`config.mk`:
```
export PLATFORM = sky130hd
export DESIGN_NAME = fb_write_arbiter
export DESIGN_NICKNAME = d
export VERILOG_FILES = /design/src/rtl/fb_write_arbiter.sv
export SDC_FILE = /design/constraint.sdc
export NUM_CORES = 1
export LEC_CHECK = 0
export ABC_CLOCK_PERIOD_IN_PS = 6850
export CAP_MARGIN = 20
export CORE_ASPECT_RATIO = 0.8
export CORE_MARGIN = 1.5
export CORE_UTILIZATION = 40
export CTS_CLUSTER_DIAMETER = 80
export CTS_CLUSTER_SIZE = 8
export DETAILED_ROUTE_END_ITERATION = 7
export DONT_BUFFER_PORTS = 1
export GPL_TIMING_DRIVEN = 1
export MAX_ROUTING_LAYER = met4
export REMOVE_ABC_BUFFERS = 1
export SYNTH_ARGS = -nofsm -noshare
export SYNTH_HDL_FRONTEND = slang
export SYNTH_SLANG_ARGS = --single-unit
```
`constraint.sdc`:
```
create_clock -name clk -period 6.85 [get_ports clk]
set_clock_uncertainty 0.2 [all_clocks]
set_input_delay 1.37 -clock clk [delete_from_list [all_inputs] [get_ports clk]]
set_output_delay 1.37 -clock clk [all_outputs]
set_load 0.05 [all_outputs]
```
`src/rtl/fb_write_arbiter.sv`:
```
// Merges CPU pixel writes and an optional full-screen fill onto a single framebuffer write port.
// Define FB_CLEAR_EN to compile in the fill engine (WAIT/CLEAR states, clear_done, overflow).
module fb_write_arbiter #(
  parameter int RESOLUTION_X   = 400,
  parameter int RESOLUTION_Y   = 300,
  parameter int PALETTE_LENGTH = 256,
  parameter int FIFO_DEPTH     = 8
) (
  input  logic                                         clk,
  input  logic                                         reset,
  input  logic                                         cpu_wr_en,
  input  logic [$clog2(RESOLUTION_X)-1:0]              cpu_wr_pxl_x,
  input  logic [$clog2(RESOLUTION_Y)-1:0]              cpu_wr_pxl_y,
  input  logic [$clog2(PALETTE_LENGTH)-1:0]            cpu_wr_pxl_value,
  input  logic                                         clear_start,
  input  logic [$clog2(PALETTE_LENGTH)-1:0]            clear_value,
  output logic                                         fb_wr_en,
  output logic [$clog2(RESOLUTION_X*RESOLUTION_Y)-1:0] fb_wr_addr,
  output logic [$clog2(PALETTE_LENGTH)-1:0]            fb_wr_data,
  output logic                                         busy,
  output logic                                         clear_done,
  output logic                                         overflow
);
  localparam int PW   = $clog2(PALETTE_LENGTH);
  localparam int AW   = $clog2(RESOLUTION_X*RESOLUTION_Y);
  localparam int EW   = AW + PW;
  localparam int PTRW = $clog2(FIFO_DEPTH);
  localparam int NPIX = RESOLUTION_X * RESOLUTION_Y;

`ifdef FB_CLEAR_EN
  typedef enum logic [1:0] {S_IDLE = 2'd0, S_WAIT = 2'd1, S_CLEAR = 2'd2} state_t;
`else
  typedef enum logic [1:0] {S_IDLE = 2'd0} state_t;
`endif

  state_t          r_state, w_state_nxt;
  logic [EW-1:0]   r_fifo [FIFO_DEPTH];
  logic [PTRW-1:0] r_rd_ptr, r_wr_ptr;
  logic [PTRW:0]   r_count;
  logic            r_fb_wr_en;
  logic [AW-1:0]   r_fb_wr_addr;
  logic [PW-1:0]   r_fb_wr_data;

  logic            w_cpu_valid, w_fifo_empty, w_fifo_full;
  logic            w_push, w_push_ok, w_pop, w_out_en;
  logic [AW-1:0]   w_cpu_addr, w_out_addr, w_head_addr;
  logic [PW-1:0]   w_out_data, w_head_data;
  logic [EW-1:0]   w_head;

  // Out-of-range coordinates are filtered here so they never reach the FIFO or overflow logic.
  assign w_cpu_valid  = cpu_wr_en && (32'(cpu_wr_pxl_x) < RESOLUTION_X)
                                  && (32'(cpu_wr_pxl_y) < RESOLUTION_Y);
  assign w_cpu_addr   = AW'(cpu_wr_pxl_y) * AW'(RESOLUTION_X) + AW'(cpu_wr_pxl_x);
  assign w_fifo_empty = (r_count == '0);
  assign w_fifo_full  = (r_count == (PTRW+1)'(FIFO_DEPTH));
  assign w_head       = r_fifo[r_rd_ptr];
  assign w_head_addr  = w_head[EW-1:PW];
  assign w_head_data  = w_head[PW-1:0];
  // A pop in the same cycle frees a slot, so push on a full FIFO still succeeds.
  assign w_push_ok    = w_push && (!w_fifo_full || w_pop);

`ifdef FB_CLEAR_EN
  logic          w_clr_accept, w_fill_last, w_drop;
  logic          r_pending, r_fill_last, r_clear_done, r_overflow;
  logic [AW-1:0] r_fill_addr;
  logic [PW-1:0] r_fill_value;
  assign w_drop = w_push && w_fifo_full && !w_pop;
`endif

  always_comb begin
    w_state_nxt = r_state;
    w_out_en    = 1'b0;
    w_out_addr  = w_cpu_addr;
    w_out_data  = cpu_wr_pxl_value;
    w_push      = 1'b0;
    w_pop       = 1'b0;
`ifdef FB_CLEAR_EN
    w_clr_accept = 1'b0;
    w_fill_last  = 1'b0;
`endif
    case (r_state)
      S_IDLE: begin
        if (w_fifo_empty) begin
          w_out_en = w_cpu_valid;
        end else begin
          w_pop      = 1'b1;
          w_out_en   = 1'b1;
          w_out_addr = w_head_addr;
          w_out_data = w_head_data;
          w_push     = w_cpu_valid;
        end
`ifdef FB_CLEAR_EN
        if (clear_start) begin
          w_clr_accept = 1'b1;
          w_state_nxt  = S_WAIT;
        end
`endif
      end
`ifdef FB_CLEAR_EN
      S_WAIT: begin
        w_push = w_cpu_valid;
        if (w_fifo_empty) begin
          w_state_nxt = S_CLEAR;
        end else begin
          w_pop      = 1'b1;
          w_out_en   = 1'b1;
          w_out_addr = w_head_addr;
          w_out_data = w_head_data;
        end
      end
      S_CLEAR: begin
        w_push     = w_cpu_valid;
        w_out_en   = 1'b1;
        w_out_addr = r_fill_addr;
        w_out_data = r_fill_value;
        if (r_fill_addr == AW'(NPIX - 1)) begin
          w_fill_last = 1'b1;
          w_state_nxt = S_IDLE;
        end
      end
`endif
      default: w_state_nxt = S_IDLE;
    endcase
  end

  always_ff @(posedge clk) begin
    if (reset) begin
      r_state      <= S_IDLE;
      r_rd_ptr     <= '0;
      r_wr_ptr     <= '0;
      r_count      <= '0;
      r_fb_wr_en   <= 1'b0;
      r_fb_wr_addr <= '0;
      r_fb_wr_data <= '0;
    end else begin
      r_state    <= w_state_nxt;
      r_fb_wr_en <= w_out_en;
      if (w_out_en) begin
        r_fb_wr_addr <= w_out_addr;
        r_fb_wr_data <= w_out_data;
      end
      if (w_push_ok) r_wr_ptr <= r_wr_ptr + 1'b1;
      if (w_pop)     r_rd_ptr <= r_rd_ptr + 1'b1;
      r_count <= r_count + {{PTRW{1'b0}}, w_push_ok} - {{PTRW{1'b0}}, w_pop};
    end
  end

  always_ff @(posedge clk) begin
    if (w_push_ok) r_fifo[r_wr_ptr] <= {w_cpu_addr, cpu_wr_pxl_value};
  end

`ifdef FB_CLEAR_EN
  // clear_done trails the last fill write by one cycle; a reset in between cancels it.
  always_ff @(posedge clk) begin
    if (reset) begin
      r_pending    <= 1'b0;
      r_fill_last  <= 1'b0;
      r_clear_done <= 1'b0;
      r_overflow   <= 1'b0;
      r_fill_addr  <= '0;
    end else begin
      r_fill_last  <= w_fill_last;
      r_clear_done <= r_fill_last;
      if (w_drop) r_overflow <= 1'b1;
      if (w_clr_accept) begin
        r_pending   <= 1'b1;
        r_fill_addr <= '0;
      end else if (r_state == S_CLEAR) begin
        r_fill_addr <= r_fill_addr + 1'b1;
        if (w_fill_last) r_pending <= 1'b0;
      end
    end
  end

  always_ff @(posedge clk) begin
    if (w_clr_accept) r_fill_value <= clear_value;
  end

  assign busy       = (r_state != S_IDLE) || !w_fifo_empty || r_pending;
  assign clear_done = r_clear_done;
  assign overflow   = r_overflow;
`else
  logic w_unused_clear;
  assign w_unused_clear = ^{clear_start, clear_value};
  assign busy           = (r_state != S_IDLE) || !w_fifo_empty;
  assign clear_done     = 1'b0;
  assign overflow       = 1'b0;
`endif

  assign fb_wr_en   = r_fb_wr_en;
  assign fb_wr_addr = r_fb_wr_addr;
  assign fb_wr_data = r_fb_wr_data;

endmodule

```
==> run metrics, run 1 <==
number of buffers created by CTS 35; Syn Std Cell Area ~10000 µm²; Ys Warns 0; Critical Path Start Type input pin; Top Ports 67; Cells after DPL 950; vias in the first global route just under 6000; most frequent cells in the layout 200 x edfxtp_1, 50 x mux4_2, 45 x a211oi_1, 43 x ha_1, 37 x clkbuf_16; status finished, final reports clean; core region area 25440 µm²; largest net degree at the start of global routing between 50 and 60; Via density around 5.3; #FFs+latches synth 239; HPWL after detailed placement around 12 mm; final hold violation count 0; all-layer global routing usage 0.1686; share of cells above drive strength 1 0.1921; Post-synth EDFFs 200; fin crit share 0.6667; Multi-input gate area about 3400 µm²; ys flop type edfxtp_1; Unique masters post-synth 52; initial DRC count 294; Clock Latency Late Sink ~500 ps; CTS tree yes; die footprint 27030 µm²; CTS Hold Buffers Added 0; maximum level of the CTS H-tree 2; Layout Area Growth over Synthesis 14.18%; WS Path Type in -> reg; port buffer count 0; CP bufs+invs 2; Mean Syn Cell Area 16.78 µm²; fin nets 725; PostCTS Resize Cnt 0; Crit Path Max Fanout 9; normalized max-slew margin 0.3628; area post-placement around 11000 µm²; total wire length roughly 21 mm; Post-CTS Setup Repair Bufs 0; antenna viol nets, final 0; # diodes 0; CTS clk-pin slew, worst paths ~50 ps; power density over the cells between 400 and 500 nW/µm²; setup violators final 0; TritonCTS sink count roughly 240; Placer Congestion a little under 0.8; drt first pass iters 4; Max-Cap Viols 0; DR DRC count 0; RSZ-0062 raised after global routing false; f_max around 0.22 GHz; Post-Syn Instances ~620; Slew Limit Fails 0; worst slew pin tran 949.9 ps; initial antenna violation count 0; fill count ~2200; row cnt between 50 and 60; die width 183.5 µm; TNS Setup 0 ps; Critical Path End Type register; first-pass GRT wire length between 30 and 40 mm; Critical Path Most Common Cell ha_1; asr flop ratio synth 0; critical path's slowest cell xnor2_1; CP delay by family, top adder cells; Register Area between 6000 and 7000 µm²; cells along the critical path ha_1 -> ha_1 -> inv_1 -> fa_1 -> inv_1 -> ha_1 -> a21o_1 -> o21bai_4 -> xor2_2 -> nor4b_4 -> nand2_1 -> xnor2_1; Seq/Total Area, Yosys 0.6513; Clock Tree Buf Depth 3; fin crit period roughly 4600 ps; Static Leak a little under 0.004 µW; most common cell after layout, fill and taps aside edfxtp_1; CP arrival around 4500 ps; worst hold path type reg -> reg; routed len/inst 21.13 µm; Max VDD drop roughly 0.23 mV; Die Ht around 150 µm; non-filler cells, final ~1000; Final Cell Area about 12000 µm²; total grt overflow 0; Starting Density 0.4096; vias post-DR around 5400; CP required roughly 6800 ps; hold_ws between 200 and 300 ps; CTS root buffer clkbuf_16; Crit path largest cell delay 630 ps
## state kept, by name, summed over array words and instances (netlist names), named ones only
| register | count |
|---|---|
| r_fifo | 200 |
| fb_wr_addr | 17 |
| fb_wr_data | 8 |
| r_count | 4 |
| r_rd_ptr | 3 |
| r_wr_ptr | 3 |
| fb_wr_en | 1 |
## cell families after synthesis
logic type,Yosys count,synth area share
AOI/OAI and AO/OA,87,0.06136
xor gates and xnor gates,22,0.02137
adders and majority gates,49,0.06316
buffers and inverters,62,0.02486
DFF,239,0.6513
muxes,73,0.1302
other,1,0.0003599
and+or+nand+nor,88,0.04743
## path summary, 6_finish.rpt
kind / endpoint / slack [ps] / startpoint / cells past startpoint
min: register / 290 / r_rd_ptr[1] / 2
max: r_fifo[5][22] / 2280 / cpu_wr_pxl_y[4] / 12
max reg2reg: r_fifo[1][7] / 3060 / r_count[2] / 8
min reg2reg: register / 290 / r_rd_ptr[1] / 2
## cells in the mapped netlist (2+ instances only)
cell      count  area, µm²
a211oi_1     45      337.8
a21o_1        4      30.03
a21oi_1      13      65.06
a31oi_1       2      12.51
and2_1        3      18.77
buf_1         3      11.26
buf_2         6      30.03
buf_4         5      37.54
clkbuf_1     21      78.83
dfxtp_1      39      780.8
edfxtp_1    200       6006
fa_1          6      120.1
ha_1         43      538.0
inv_1        26      97.59
mux2i_1      23      230.2
mux4_2       50       1126
nand2_1      13      48.80
nand2b_1      2      12.51
nand3_1       4      20.02
nand4_1       3      18.77
nand4b_1      2      17.52
nor2_1       21      78.83
nor2b_1      24      150.1
nor3_1        7      35.03
o211ai_1      3      22.52
o21ai_0       7      35.03
o311a_1       3      30.03
xnor2_1      12      105.1
xnor2_2       2      32.53
xor2_1        6      52.55
xor2_2        2      32.53
## worst reg2reg max path, delay by kind of cell, from the launching register on
kind / cells / cell delay (ps)
buf+inv: 4 / 1400
simple gates: 3 / 1360
flops: 1 / 300
fa+ha+maj: 1 / 180
## layout make-up
| type | instances | share of cell area |
|---|---|---|
| Clock buffer | 60 | 0.08508 |
| Inverter | 27 | 0.008518 |
| Multi-Input combinational cell | 321 | 0.2870 |
| Sequential cell | 239 | 0.5709 |
| Tap cell | 351 | 0.03691 |
| Timing Repair Buffer | 14 | 0.01157 |
## through the flow
step                      total power (µW)  utilization  setup WS [ps]
after floorplan                       3120            -          478.8
after detailed placement              3430       0.4260           1828
after CTS                             5011       0.4658           2314
after global routing                  5222       0.4677           2015
after global placement                3383       0.4260           1921
final                                 4969       0.4677           2283
## layer usage
| layer | track usage | part of all wire | vias to the layer above |
|---|---|---|---|
| met5 | - | 0 | - |
| met3 | 0.03669 | 0.044 | 28 |
| met1 | 0.2192 | 0.45 | 2770 |
| met4 | 0.04180 | 0.014 | 0 |
| met2 | 0.2703 | 0.49 | 98 |
| li1 | - | - | 2476 |
## where the power goes
part           leakage, µW  switching, µW  internal, µW
Clock             0.000483            569           991
Sequential         0.00213            364          1820
Combinational      0.00136            688           542
Total              0.00397           1620          3350
No activity file was read; power rests on OpenSTA's default activity.
==> run 2, diff against run 1 <==
Settings changed: ABC_CLOCK_PERIOD_IN_PS 6850 to 4320.
Clock period 6.85 ns to 4.32 ns, I/O delays scaled along.
==> run 2 against run 1 <==
Design area up 1.5%. Combinational power up 63%. Routed wire length up 0.50%. Largest cell class unchanged.
==> run metrics, run 2 (synthesis gave the netlist of run 1 again) <==
first-pass GRT wire length 33.71 mm (+1.9%); Clock Tree Buf Depth 3 (unchanged); routed len/inst 20.76 µm (-1.7%); die width 183.5 µm (unchanged); DR DRC count 0 (unchanged); vias in the first global route 5871 (+1.9%); Top Ports 67 (unchanged); largest net degree at the start of global routing 49 (-3.9%); Design Power 7968 µW (+60%); TritonCTS sink count 239 (unchanged); CTS root buffer clkbuf_16; f_max between 0.2 and 0.3 GHz; port buffer count 0 (unchanged); final hold violation count 0 (unchanged); maximum level of the CTS H-tree 2 (unchanged); drt first pass iters 4 (unchanged); most common cell after layout, fill and taps aside edfxtp_1; Max VDD drop 0.3461 mV (+49%); Placer Congestion 0.8029 (+2.2%); total grt overflow 0 (unchanged); area post-placement 11040 µm² (+1.8%); all-layer global routing usage 0.1694 (+0.0007794); Via density 5.271 (-0.71%); initial DRC count 302 (+2.7%); fin crit period around 4000 ps; CTS Hold Buffers Added 0 (unchanged); largest reg by FF count r_fifo; Final Cell Area 12080 µm² (+1.5%); Layout Area Growth over Synthesis 15.92%; die footprint 27030 µm² (unchanged); status finished, final reports clean; row cnt 52 (unchanged); power density over the cells 659.6 nW/µm² (+58%); WS Path Type in -> reg; non-filler cells, final 1035 (+2.3%); Clock Latency Late Sink 490 ps (about the same); share of cells above drive strength 1 0.2178 (+0.02570); CP required 4540 ps (-2290 ps); total wire length 21.49 mm (+0.50%); Slew Limit Fails 0 (unchanged); Cells on Worst Hold Path 1 (-1); HPWL after detailed placement 13.01 mm (+4.6%); worst hold path type in -> reg; PostCTS Resize Cnt 0 (unchanged); r2r worst-path depth 8 (unchanged); Critical Path Start Type input pin; most frequent cells in the layout 200 x edfxtp_1, 50 x mux4_2, 45 x a211oi_1, 43 x ha_1, 37 x clkbuf_16; fin nets 747 (+3.0%); Critical Path End Type register; Cells after DPL 973 (+2.4%); CTS clk-pin slew, worst paths 50 ps (about the same); antenna viol nets, final 0 (unchanged); number of flip-flops in the largest register 200 (unchanged); worst slew pin tran 757.0 ps (-192.9 ps); Max-Cap Viols 0 (unchanged); # diodes 0 (unchanged); core region area 25440 µm² (unchanged); Post-CTS Setup Repair Bufs 0 (unchanged); Die Ht 147.4 µm (unchanged); CP arrival 4110 ps (-430 ps); RSZ-0062 raised after global routing false; normalized max-slew margin 0.4934 (+0.1305); vias post-DR 5455 (+1.5%); Static Leak 0.004089 µW (+2.9%); Starting Density 0.4096 (unchanged); number of buffers created by CTS 35 (unchanged); Crit Path Max Fanout 9 (unchanged); setup violators final 0 (unchanged); fin crit share 0.8997; initial antenna violation count 0 (unchanged); CTS tree yes
run 2: cell count changes in the layout (fill, tap and decap cells not counted):
cell,previous run,this run
buf_4,12,33
buf_12,1,2
clkbuf_1,23,24
run 2: worst paths after layout:
kind / slack [ps] / startpoint / to
worst min register to register: 260 / r_rd_ptr[1] / register
worst max register to register: 1640 / r_count[2] / r_fifo[5][9]
worst max-delay path: 430 / cpu_wr_pxl_y[2] / fb_wr_addr[14]
worst min-delay path: 250 / reset / fb_wr_en
run 2: worst max-delay path, cell delays in order:
cell and delay, ps:
ha_1 300, ha_1 320, fa_1 460, ha_1 360, a21o_1 230, a21oi_2 190
xor2_2 150, nor4b_4 310, nand2_1 100, xnor2_1 590, o311a_1 230
run 2: area by class of cell:
class | count | area [µm²]
Timing Repair Buffer | 36 | 315.3
Tap cell | 351 | 439.2
Multi-Input combinational cell | 321 | 3415
Clock buffer | 61 | 1016
Fill cell | 2157 | 13360
Inverter | 27 | 101.3
Sequential cell | 239 | 6793
run 2: metal layers:
layer  vias up  wire, µm  track usage
li1       2522         -            -
met1      2769      9650       0.2287
met2       129     10280       0.2665
met3        35      1308      0.03768
met4         0       245      0.03074
met5         -         0            -
run 2: per-stage QoR:
stage               setup TNS (ps)  utilization  worst slack [ps]  hold slack [ps]
CTS                              0       0.4737             443.8            230.0
floorplan                  -131050            -             -1545            242.2
detailed placement          -661.9       0.4338            -55.89            250.3
global placement                 0       0.4330             1.768            252.0
finish                           0       0.4748             433.2            246.9
global route                     0       0.4748             216.2            222.8
run 2: report_power, final:
group	internal (µW)	leakage (µW)	total (µW)	switching (µW)
combinational	933	0.00148	2000	1070
clock	1580	0.000484	2480	909
sequential	2880	0.00213	3480	602
